==> src/rtl/div_share_ctrl_pkg.sv <==
// Shared types and constants for the dual-lane divider arbiter and its iterative core.
package div_share_ctrl_pkg;

    localparam int XLEN             = 32;
    localparam int ITER             = XLEN;
    localparam int CNT_W            = $clog2(ITER);
    localparam int ES_TO_DIV_BUS_MD = 3 + 2 * XLEN;
    localparam int DIV_TO_ES_BUS_MD = XLEN + 1;

    typedef enum logic [0:0] {
        S_IDLE = 1'b0,
        S_BUSY = 1'b1
    } state_e;

    // Field order matches the es_to_div_bus layout exactly.
    typedef struct packed {
        logic            valid;
        logic            use_mod;
        logic            is_unsigned;
        logic [XLEN-1:0] src1;
        logic [XLEN-1:0] src2;
    } es_req_t;

    function automatic logic [XLEN-1:0] cond_neg(input logic [XLEN-1:0] v, input logic n);
        logic [XLEN-1:0] r;
        if (n) begin
            r = {XLEN{1'b0}} - v;
        end else begin
            r = v;
        end
        return r;
    endfunction

endpackage

==> src/rtl/div_share_ctrl_div_core.sv <==
// Unsigned restoring divider, one quotient bit per cycle; done marks the final step,
// with q/r presenting that step's results combinationally.
module div_core
    import div_share_ctrl_pkg::*;
(
    input  logic            clk,
    input  logic            reset,
    input  logic            clr,
    input  logic            start,
    input  logic [XLEN-1:0] a,
    input  logic [XLEN-1:0] b,
    output logic [XLEN-1:0] q,
    output logic [XLEN-1:0] r,
    output logic            done
);

    logic             busy_q, busy_d;
    logic [CNT_W-1:0] cnt_q, cnt_d;
    logic [XLEN-1:0]  quo_q, quo_d;
    logic [XLEN-1:0]  rem_q, rem_d;
    logic [XLEN-1:0]  div_q, div_d;
    logic [XLEN:0]    shifted_s;
    logic             ge_s;
    logic [XLEN-1:0]  quo_nxt_s, rem_nxt_s;
    logic             last_s;

    // Single restoring step plus load/abort sequencing.
    always_comb begin
        shifted_s = {rem_q, quo_q[XLEN-1]};
        ge_s      = (shifted_s >= {1'b0, div_q});
        if (ge_s) begin
            rem_nxt_s = XLEN'(shifted_s - {1'b0, div_q});
        end else begin
            rem_nxt_s = shifted_s[XLEN-1:0];
        end
        quo_nxt_s = {quo_q[XLEN-2:0], ge_s};
        last_s    = busy_q && (cnt_q == CNT_W'(ITER - 1));

        busy_d = busy_q;
        cnt_d  = cnt_q;
        quo_d  = quo_q;
        rem_d  = rem_q;
        div_d  = div_q;
        if (clr) begin
            busy_d = 1'b0;
            cnt_d  = {CNT_W{1'b0}};
        end else if (start) begin
            busy_d = 1'b1;
            cnt_d  = {CNT_W{1'b0}};
            quo_d  = a;
            rem_d  = {XLEN{1'b0}};
            div_d  = b;
        end else if (busy_q) begin
            quo_d  = quo_nxt_s;
            rem_d  = rem_nxt_s;
            cnt_d  = cnt_q + CNT_W'(1);
            busy_d = ~last_s;
        end else begin
            busy_d = 1'b0;
        end
    end

    assign q    = quo_nxt_s;
    assign r    = rem_nxt_s;
    assign done = last_s && !clr;

    // State registers.
    always_ff @(posedge clk) begin
        if (reset) begin
            busy_q <= 1'b0;
            cnt_q  <= {CNT_W{1'b0}};
            quo_q  <= {XLEN{1'b0}};
            rem_q  <= {XLEN{1'b0}};
            div_q  <= {XLEN{1'b0}};
        end else begin
            busy_q <= busy_d;
            cnt_q  <= cnt_d;
            quo_q  <= quo_d;
            rem_q  <= rem_d;
            div_q  <= div_d;
        end
    end

endmodule

==> src/rtl/div_share_ctrl.sv <==
// Arbitrates one shared divider between two EXM lanes (lane 0 first), applies sign fixes,
// and holds each lane's result with div_ok until that lane's instruction advances.
module div_share_ctrl
    import div_share_ctrl_pkg::*;
(
    input  logic                        clk,
    input  logic                        reset,
    input  logic                        flush_ES,
    input  logic [ES_TO_DIV_BUS_MD-1:0] es0_to_div_bus,
    input  logic [ES_TO_DIV_BUS_MD-1:0] es1_to_div_bus,
    input  logic [1:0]                  lane_adv,
    output logic [DIV_TO_ES_BUS_MD-1:0] div0_to_es_bus,
    output logic [DIV_TO_ES_BUS_MD-1:0] div1_to_es_bus,
    output logic                        div_busy
);

    es_req_t         req0_s, req1_s, sel_s, own_s;
    state_e          state_q, state_d;
    logic            owner_q, owner_d;
    logic [1:0]      done_q, done_d;
    logic [XLEN-1:0] res0_q, res0_d, res1_q, res1_d;
    logic            use_mod_q, use_mod_d;
    logic            q_neg_q, q_neg_d, r_neg_q, r_neg_d, dz_q, dz_d;
    logic            busy_q, busy_d;
    logic            want0_s, want1_s;
    logic            start_s, clr_s;
    logic [XLEN-1:0] a_s, b_s, q_s, r_s, result_s;
    logic            core_done_s;

    assign req0_s = es_req_t'(es0_to_div_bus);
    assign req1_s = es_req_t'(es1_to_div_bus);

    div_core u_div_core (
        .clk   (clk),
        .reset (reset),
        .clr   (clr_s),
        .start (start_s),
        .a     (a_s),
        .b     (b_s),
        .q     (q_s),
        .r     (r_s),
        .done  (core_done_s)
    );

    // Arbitration, completion capture, per-lane hold and flush handling.
    always_comb begin
        state_d   = state_q;
        owner_d   = owner_q;
        done_d    = done_q;
        res0_d    = res0_q;
        res1_d    = res1_q;
        use_mod_d = use_mod_q;
        q_neg_d   = q_neg_q;
        r_neg_d   = r_neg_q;
        dz_d      = dz_q;
        start_s   = 1'b0;
        clr_s     = 1'b0;

        // A lane that already holds a result must not be regranted until it advances.
        want0_s = req0_s.valid && !done_q[0];
        want1_s = req1_s.valid && !done_q[1];
        sel_s   = want0_s ? req0_s : req1_s;
        own_s   = owner_q ? req1_s : req0_s;
        a_s     = cond_neg(sel_s.src1, !sel_s.is_unsigned && sel_s.src1[XLEN-1]);
        b_s     = cond_neg(sel_s.src2, !sel_s.is_unsigned && sel_s.src2[XLEN-1]);

        if (use_mod_q) begin
            result_s = cond_neg(r_s, r_neg_q);
        end else if (dz_q) begin
            result_s = {XLEN{1'b1}};
        end else begin
            result_s = cond_neg(q_s, q_neg_q);
        end

        if (lane_adv[0] && done_q[0]) begin
            done_d[0] = 1'b0;
            res0_d    = {XLEN{1'b0}};
        end else begin
            done_d[0] = done_q[0];
        end
        if (lane_adv[1] && done_q[1]) begin
            done_d[1] = 1'b0;
            res1_d    = {XLEN{1'b0}};
        end else begin
            done_d[1] = done_q[1];
        end

        case (state_q)
            S_IDLE: begin
                if (want0_s || want1_s) begin
                    start_s   = 1'b1;
                    owner_d   = !want0_s;
                    use_mod_d = sel_s.use_mod;
                    dz_d      = (sel_s.src2 == {XLEN{1'b0}});
                    q_neg_d   = !sel_s.is_unsigned && (sel_s.src1[XLEN-1] ^ sel_s.src2[XLEN-1]);
                    r_neg_d   = !sel_s.is_unsigned && sel_s.src1[XLEN-1];
                    state_d   = S_BUSY;
                end else begin
                    state_d = S_IDLE;
                end
            end
            S_BUSY: begin
                if (!own_s.valid) begin
                    clr_s   = 1'b1;
                    state_d = S_IDLE;
                end else if (core_done_s) begin
                    done_d[owner_q] = 1'b1;
                    if (owner_q) begin
                        res1_d = result_s;
                    end else begin
                        res0_d = result_s;
                    end
                    state_d = S_IDLE;
                end else begin
                    state_d = S_BUSY;
                end
            end
            default: begin
                clr_s   = 1'b1;
                state_d = S_IDLE;
            end
        endcase

        if (flush_ES) begin
            state_d = S_IDLE;
            owner_d = 1'b0;
            done_d  = 2'b00;
            res0_d  = {XLEN{1'b0}};
            res1_d  = {XLEN{1'b0}};
            start_s = 1'b0;
            clr_s   = 1'b1;
        end else begin
            clr_s = clr_s;
        end

        busy_d = (state_d == S_BUSY);
    end

    // FSM and output registers.
    always_ff @(posedge clk) begin
        if (reset) begin
            state_q   <= S_IDLE;
            owner_q   <= 1'b0;
            done_q    <= 2'b00;
            res0_q    <= {XLEN{1'b0}};
            res1_q    <= {XLEN{1'b0}};
            use_mod_q <= 1'b0;
            q_neg_q   <= 1'b0;
            r_neg_q   <= 1'b0;
            dz_q      <= 1'b0;
            busy_q    <= 1'b0;
        end else begin
            state_q   <= state_d;
            owner_q   <= owner_d;
            done_q    <= done_d;
            res0_q    <= res0_d;
            res1_q    <= res1_d;
            use_mod_q <= use_mod_d;
            q_neg_q   <= q_neg_d;
            r_neg_q   <= r_neg_d;
            dz_q      <= dz_d;
            busy_q    <= busy_d;
        end
    end

    assign div0_to_es_bus = {res0_q, done_q[0]};
    assign div1_to_es_bus = {res1_q, done_q[1]};
    assign div_busy       = busy_q;

endmodule
==> config.mk <==
export PLATFORM = sky130hd
export DESIGN_NAME = div_share_ctrl
export DESIGN_NICKNAME = d
export VERILOG_FILES = /design/src/rtl/div_share_ctrl_pkg.sv /design/src/rtl/div_share_ctrl_div_core.sv /design/src/rtl/div_share_ctrl.sv
export SDC_FILE = /design/constraint.sdc
export NUM_CORES = 1
export LEC_CHECK = 0
export BUFFER_PORTS_ARGS = -buffer_cell sky130_fd_sc_hd__buf_4
export CAP_MARGIN = 10
export CORE_MARGIN = 4
export CORE_UTILIZATION = 63
export CTS_BUF_LIST = sky130_fd_sc_hd__clkbuf_8 sky130_fd_sc_hd__clkbuf_16
export DETAILED_ROUTE_END_ITERATION = 8
export PLACE_DENSITY = 0.94
export SETUP_SLACK_MARGIN = 0.5
export SYNTH_ARGS = -nofsm -noshare
export SYNTH_HDL_FRONTEND = slang
export SYNTH_HIERARCHICAL = 1
export SYNTH_SLANG_ARGS = --single-unit
export TNS_END_PERCENT = 30
==> constraint.sdc <==
create_clock -name clk -period 13.4 [get_ports clk]
set_clock_uncertainty 0.2 [all_clocks]
set_input_delay 1.34 -clock clk [delete_from_list [all_inputs] [get_ports clk]]
set_output_delay 1.34 -clock clk [all_outputs]
set_load 0.02 [all_outputs]
== After elaboration in Yosys (flattened, before gate mapping) ==
Index checks and enable logic that the tools add are counted.
Operators by class
  equal/unequal tests: 1
  multiplexer cells: 41
  add/sub/neg operators: 6
  magnitude comparators: 3
  reductions and logical operators: 24
  bitwise logic cells: 5
Operator list (number)
  $mux W32: 21
  $sub A1 B32 Y32 const A: 4
  $mux W67: 1
  $mux W66: 1
  $ge A33 B32 Y1: 1
  $logic_not A32 Y1: 1
  $sub A32 B32 Y32: 1
  $mux W1: 13
  $logic_and A1 B1 Y1: 10
  $mux W2: 3
  $reduce_and A2 Y1: 3
  $add A5 B1 Y5 const B: 1
  $eq A5 B5 Y1 const B: 1
  $logic_not A1 Y1: 5
  $reduce_or A2 Y1: 2
  $not A1 Y1: 3
  $reduce_or A3 Y1: 1
  $lt A1 B2 Y1 const B: 1
  $or A2 B2 Y2: 1
  $pmux W1 S2: 1
  $reduce_bool A2 Y1: 1
  $demux W1 S1: 1
  $ge A1 B1 Y1 const B: 1
  $logic_or A1 B1 Y1: 1
  $xor A1 B1 Y1: 1
Word-level totals
  output and inout bits: 67
  register bits after elaboration: 174
  input bits: 139

== Logic depth before layout (Yosys ltp) ==
  depth in word-level cells: 9
  gate-level depth with buffers: 21
  depth with buffers taken out: 19

== Cells and area by module ==
Netlist, hierarchy kept.
By module, submodules not included
  div_share_ctrl: instances 1, sequential area each 1441.4 um2, area each 6799.0 um2, cells an instance 866
  div_core: instances 1, sequential area each 2042.0 um2, area each 6371.1 um2, cells an instance 771

== Worst setup path after synthesis ==
OpenSTA, ideal clock, no wires.
  path type: register to register
  start: reg u_div_core.quo_q[31]
  end: reg res0_q[31]
  path buffers: 0
  stages on the path, launching flop included: 19
  data arrival time: 4.430 ns
  path slack: 8.653 ns
  setup time: 0.117 ns
  cell sequence: dfxtp_1 -> inv_1 -> ha_1 -> inv_1 -> fa_1 -> a211oi_1 -> o21ai_0 -> a2111oi_2 -> o41ai_1 -> a211o_1 -> a21oi_1 -> xnor2_1 -> mux2_4 -> or4_1 -> or4b_1 -> o41ai_2 -> xor2_1 -> a22oi_1 -> a22o_1
Between the ends
  word-level cells in the longest chain between the ends: 9
  elaborated cells on any way between the ends: 13
  those cells by class: add/sub: 3; order compare: 1; mux: 9
RTL lines
  start: declaration: line div_share_ctrl_div_core.sv:19  | logic [XLEN-1:0] quo_q, quo_d;
  start signal: assignment: line div_share_ctrl_div_core.sv:72  | quo_q <= {XLEN{1'b0}};
  start signal: assignment: line div_share_ctrl_div_core.sv:78  | quo_q <= quo_d;
  $sub A32 B32 Y32 or $ge A33 B32 Y1 (tied branches): line div_share_ctrl_div_core.sv:32, div_share_ctrl_div_core.sv:30
  $mux W32 (*): line div_share_ctrl_div_core.sv:31  | if (ge_s) begin
  via r_s[28]: line div_share_ctrl.sv:27  | logic [XLEN-1:0] a_s, b_s, q_s, r_s, result_s;
  $sub A1 B32 Y32 (*): line div_share_ctrl_pkg.sv:27  | r = {XLEN{1'b0}} - v;
  $mux W32 (*): line div_share_ctrl_pkg.sv:26  | if (n) begin
  $mux W32 (*): line div_share_ctrl.sv:67  | if (use_mod_q) begin
  $mux W32 (*): line div_share_ctrl.sv:108  | if (owner_q) begin
  $mux W32 (*): line div_share_ctrl.sv:106  | end else if (core_done_s) begin
  $mux W32 (*): line div_share_ctrl.sv:103  | if (!own_s.valid) begin
  $mux W32 (*): line div_share_ctrl.sv:88  | case (state_q)
  end signal: assignment: line div_share_ctrl.sv:145  | res0_q <= {XLEN{1'b0}};
  end signal: assignment: line div_share_ctrl.sv:156  | res0_q <= res0_d;
  end: declaration: line div_share_ctrl.sv:21  | logic [XLEN-1:0] res0_q, res0_d, res1_q, res1_d;
Mark *: on every way through the listed nets, which the timed path passes. The rest lies on a longest branch.
A chain may end at the register's enable or synchronous reset.

== Worst setup path in the final report ==
  start: reg u_div_core.div_q[19]
  end: reg res0_q[31]
Between the ends
  word-level cells in the longest chain between the ends: 9
  elaborated cells on any way between the ends: 13
  those cells by class: add/sub: 3; order compare: 1; mux: 9
RTL lines
  start: declaration: line div_share_ctrl_div_core.sv:21  | logic [XLEN-1:0] div_q, div_d;
  start signal: assignment: line div_share_ctrl_div_core.sv:74  | div_q <= {XLEN{1'b0}};
  start signal: assignment: line div_share_ctrl_div_core.sv:80  | div_q <= div_d;
  $ge A33 B32 Y1: line div_share_ctrl_div_core.sv:30  | ge_s = (shifted_s >= {1'b0, div_q});
  via q_s[0]: line div_share_ctrl.sv:27
  $mux W32: line div_share_ctrl_div_core.sv:31
  via r_s[4]: line div_share_ctrl.sv:27
  $sub A1 B32 Y32: line div_share_ctrl_pkg.sv:27
  $mux W32: line div_share_ctrl_pkg.sv:26
  $mux W32: line div_share_ctrl.sv:67
  $mux W32: line div_share_ctrl.sv:108
  $mux W32: line div_share_ctrl.sv:106
  $mux W32: line div_share_ctrl.sv:103
  $mux W32: line div_share_ctrl.sv:88
The timed path passes the listed nets, and every way through them passes these cells.

==> results by group <==
Synthesis
  – Flops & latches, synth: 174
  – Ys flop type: dfxtp_1
  – Synth area leader: dfxtp_1
  – Gate Count Post-Synth: ~1600
  – EDFF count, synth: 0
  – Syn Std Cell Area: around 13000 um^2
  – Register area share after synthesis: 0.2645
  – Yosys warns: 6
  – Top-area cell type share of the netlist area: 0.2645
  – Ranking of synthesized cells by area: dfxtp_1 26%, mux2i_1 9.5%, xor2_1 6.5%
  – Synthesized area per cell: around 8 um^2
  – Synth unique cells: 78
  – Synth async-reset ratio: 0
  – Syn Nets: 1815

GRT
  – Largest net degree at the start of global routing: 75
  – GRT overflow: 0
  – All-layer global routing usage: 0.3213
  – Global-route wire length before repair: 62800 um
  – Initial antenna violation count: 0
  – Vias in the first global route: 12070

Finish
  – Synthesis-to-finish area growth: 14.66%
  – Commonest non-fill, non-tap cells in the layout: 217 x buf_4, 184 x nand2_1, 174 x dfxtp_1, 130 x nor2_1, 125 x mux2i_1
  – Ant. Diodes: 0
  – Sequential cell area: between 3000 and 4000 um^2
  – Proportion of layout cells with a drive suffix above 1: 0.1771
  – Commonest non-fill, non-tap cell in the layout: buf_4
  – Nets: 1921
  – Fillers: between 1000 and 1500
  – Area of the multi-input gates: 8811 um^2
  – Finished Layout Cells: approximately 2000

Pwr
  – VDD IR max: between 80 and 90 uV
  – Total power divided by cell area: approximately 120 nW/um^2
  – Leakage Power: between 0.006 and 0.007 uW

Min path
  – Hold path start: u_div_core/div_q[19]$_SDFFE_PP0P_
  – Hold Crit Class: reg -> reg
  – Min-Delay Path Depth: 2

STA
  – Setup TNS: 0 ns
  – Final Hold Vio Count: 0
  – Worst-Margin Slew: ~1.2 ns
  – Peak Freq: between 150 and 200 MHz
  – RSZ-0062 raised after global routing: no
  – Endpoints failing setup: 0
  – Min cycle time layout: a little under 6 ns
  – Slew HR: 0.2013
  – Final Max Slew Viols: 0
  – Period Utilization, post-route: 0.4334

Run
  – Max cap viols: 0

Floorplanning
  – Die Height: 152.6 um
  – Core Area: between 20000 and 25000 um^2
  – Row count: between 50 and 60
  – I/O Pins: around 210
  – Full die area: roughly 23000 um^2
  – Initial core utilization: 0.6447
  – Chip width: about 150 um

Clock tree
  – Post-cts resize count: 0
  – Clock root buffer: clkbuf_16
  – Clock Pin Slew Worst Setup and Hold Paths: ~0.08 ns
  – H-tree Lvls: 4
  – TritonCTS clock tree: yes
  – Clk sink count: roughly 170
  – Clock buffer depth: 2
  – CTS Buf Count: 17
  – Post-CTS Hold Buffers: 0
  – # Post-CTS Setup Buffers: 0
  – Worst skew pair latency: ~0.44 ns

Placed design
  – Placed cell count: roughly 2000
  – Count of input and output buffers: slightly above 200
  – RD Place Congestion: 0.9857
  – DPL Wire Length: about 30000 um

Drt
  – Wire length on met2: between 15000 and 20000 um
  – Vias/cell: around 6.5
  – Total Wirelength: approximately 40000 um
  – Met1 WL: between 15000 and 20000 um
  – DR vias: between 10000 and 15000
  – DR iter-0 viols: 1654
  – Final ANT Viol Nets: 0
  – First-pass DRT Iterations: 8
  – Drt wl/cell: about 19 um
  – Met3 routed WL: ~3800 um
  – DRC violations left: 0
  – Max Used Layer: met4

Critical path
  – Setup crit end kind: register
  – Arr. time, crit path: 5.94 ns
  – Critical Path Fanout Max: 29
  – Worst EP required: approximately 14 ns
  – CP max-delay cell: a211oi_4
  – Crit path from: u_div_core/div_q[19]$_SDFFE_PP0P_
  – Kind of critical path: reg -> reg
  – Startpoint Class: register
  – Slowest Stage Delay on Critical Path: about 0.8 ns
  – Critical-path cell list: inv_1 > ha_1 > and2_1 > a211oi_2 > o21ai_1 > a31oi_1 > o311a_1 > o41ai_2 > a211oi_4 > inv_4 > mux2_2 > nor3_1 > nand4_1 > o41ai_2 > xor2_1 > a22oi_1 > a22o_1
  – RR Startpoint: u_div_core/div_q[19]$_SDFFE_PP0P_
  – Worst-case reg-to-reg path depth: 17
  – Crit-path most repeated cell: o41ai_2

Outcome
  – Status: finished, final reports clean
## kinds of logic after synthesis
kind of cell               after synthesis  share of synthesized area
DFF                                    174                     0.2645
muxes                                  151                     0.1217
AOI/OAI and AO/OA                      424                     0.2252
buffers and inverters                  186                    0.06802
adders and majority gates               39                    0.03762
and+or+nand+nor                        517                     0.1859
xor gates and xnor gates               146                    0.09709
## power by group
group / internal [uW] / switching (uW)
Sequential: 532 / 26.2
Combinational: 294 / 472
Clock: 258 / 255
## Yosys cell counts (13+ instances only)
master	n
a22o_1	61
buf_4	36
dfxtp_1	174
xnor2_1	48
nand3_1	35
a21o_1	22
nor4_1	16
a211oi_1	33
inv_1	55
nor2b_1	13
nand2b_1	17
or3_1	30
nand4_1	18
nor3_1	25
ha_1	38
clkbuf_1	71
a21oi_1	112
xor2_1	98
a22oi_1	22
nor2_1	132
mux2i_1	125
nand2_1	184
o31ai_1	26
o21ai_0	68
## stage by stage
| stage | worst slack, ns | power (uW) | utilization | area, um^2 | hold WS, ns |
|---|---|---|---|---|---|
| after floorplan | 8.653 | 1128 | - | 13170 | 0.2363 |
| after global placement | 7.951 | 1289 | 0.7081 | 14470 | 0.2429 |
| after detailed placement | 7.775 | 1307 | 0.7081 | 14470 | 0.2470 |
| after CTS | 7.721 | 1815 | 0.7388 | 15090 | 0.2573 |
| after global routing | 7.204 | 1918 | 0.7392 | 15100 | 0.2717 |
| final | 7.593 | 1837 | 0.7392 | 15100 | 0.2572 |
## layer usage
metal,track usage,vias up
met5,0,-
met4,0.1213,0
met3,0.05567,110
met2,0.5123,816
met1,0.4368,6092
li1,-,6075
## worst max-delay path, delay by kind of cell (launching register included)
kind            cells  cell delay, ns
compound gates      9            2.53
xor+xnor            1            0.18
fa+ha+maj           1            0.38
buf+inv             2            0.46
flops               1            0.33
mux                 1            0.43
simple gates        3            1.17
## registers in the layout, indices dropped and copies added (netlist names)
register	flops
div_busy	1
done_q	2
dz_q	1
owner_q	1
q_neg_q	1
r_neg_q	1
res0_q	32
res1_q	32
u_div_core/busy_q	1
u_div_core/cnt_q	5
u_div_core/div_q	32
u_div_core/quo_q	32
u_div_core/rem_q	32
use_mod_q	1
## final timing paths
check / end / slack (ns)
worst min-delay path: u_div_core/div_q[19]$_SDFFE_PP0P_ / 0.26
worst min register to register: u_div_core/div_q[19]$_SDFFE_PP0P_ / 0.26
worst max register to register: res0_q[31]$_SDFF_PP0_ / 7.59
worst max-delay path: res0_q[31]$_SDFF_PP0_ / 7.59
## final cells by class
cell class              count  area share
clock inverters            15     0.01334
well taps                 270     0.02237
repair buffers            217      0.1079
clock buffers              17     0.02817
flip-flops and latches    174      0.2307
inverters                  56     0.01409
multi-input cells        1277      0.5835
Note: power is estimated with default switching activity, not from simulation.
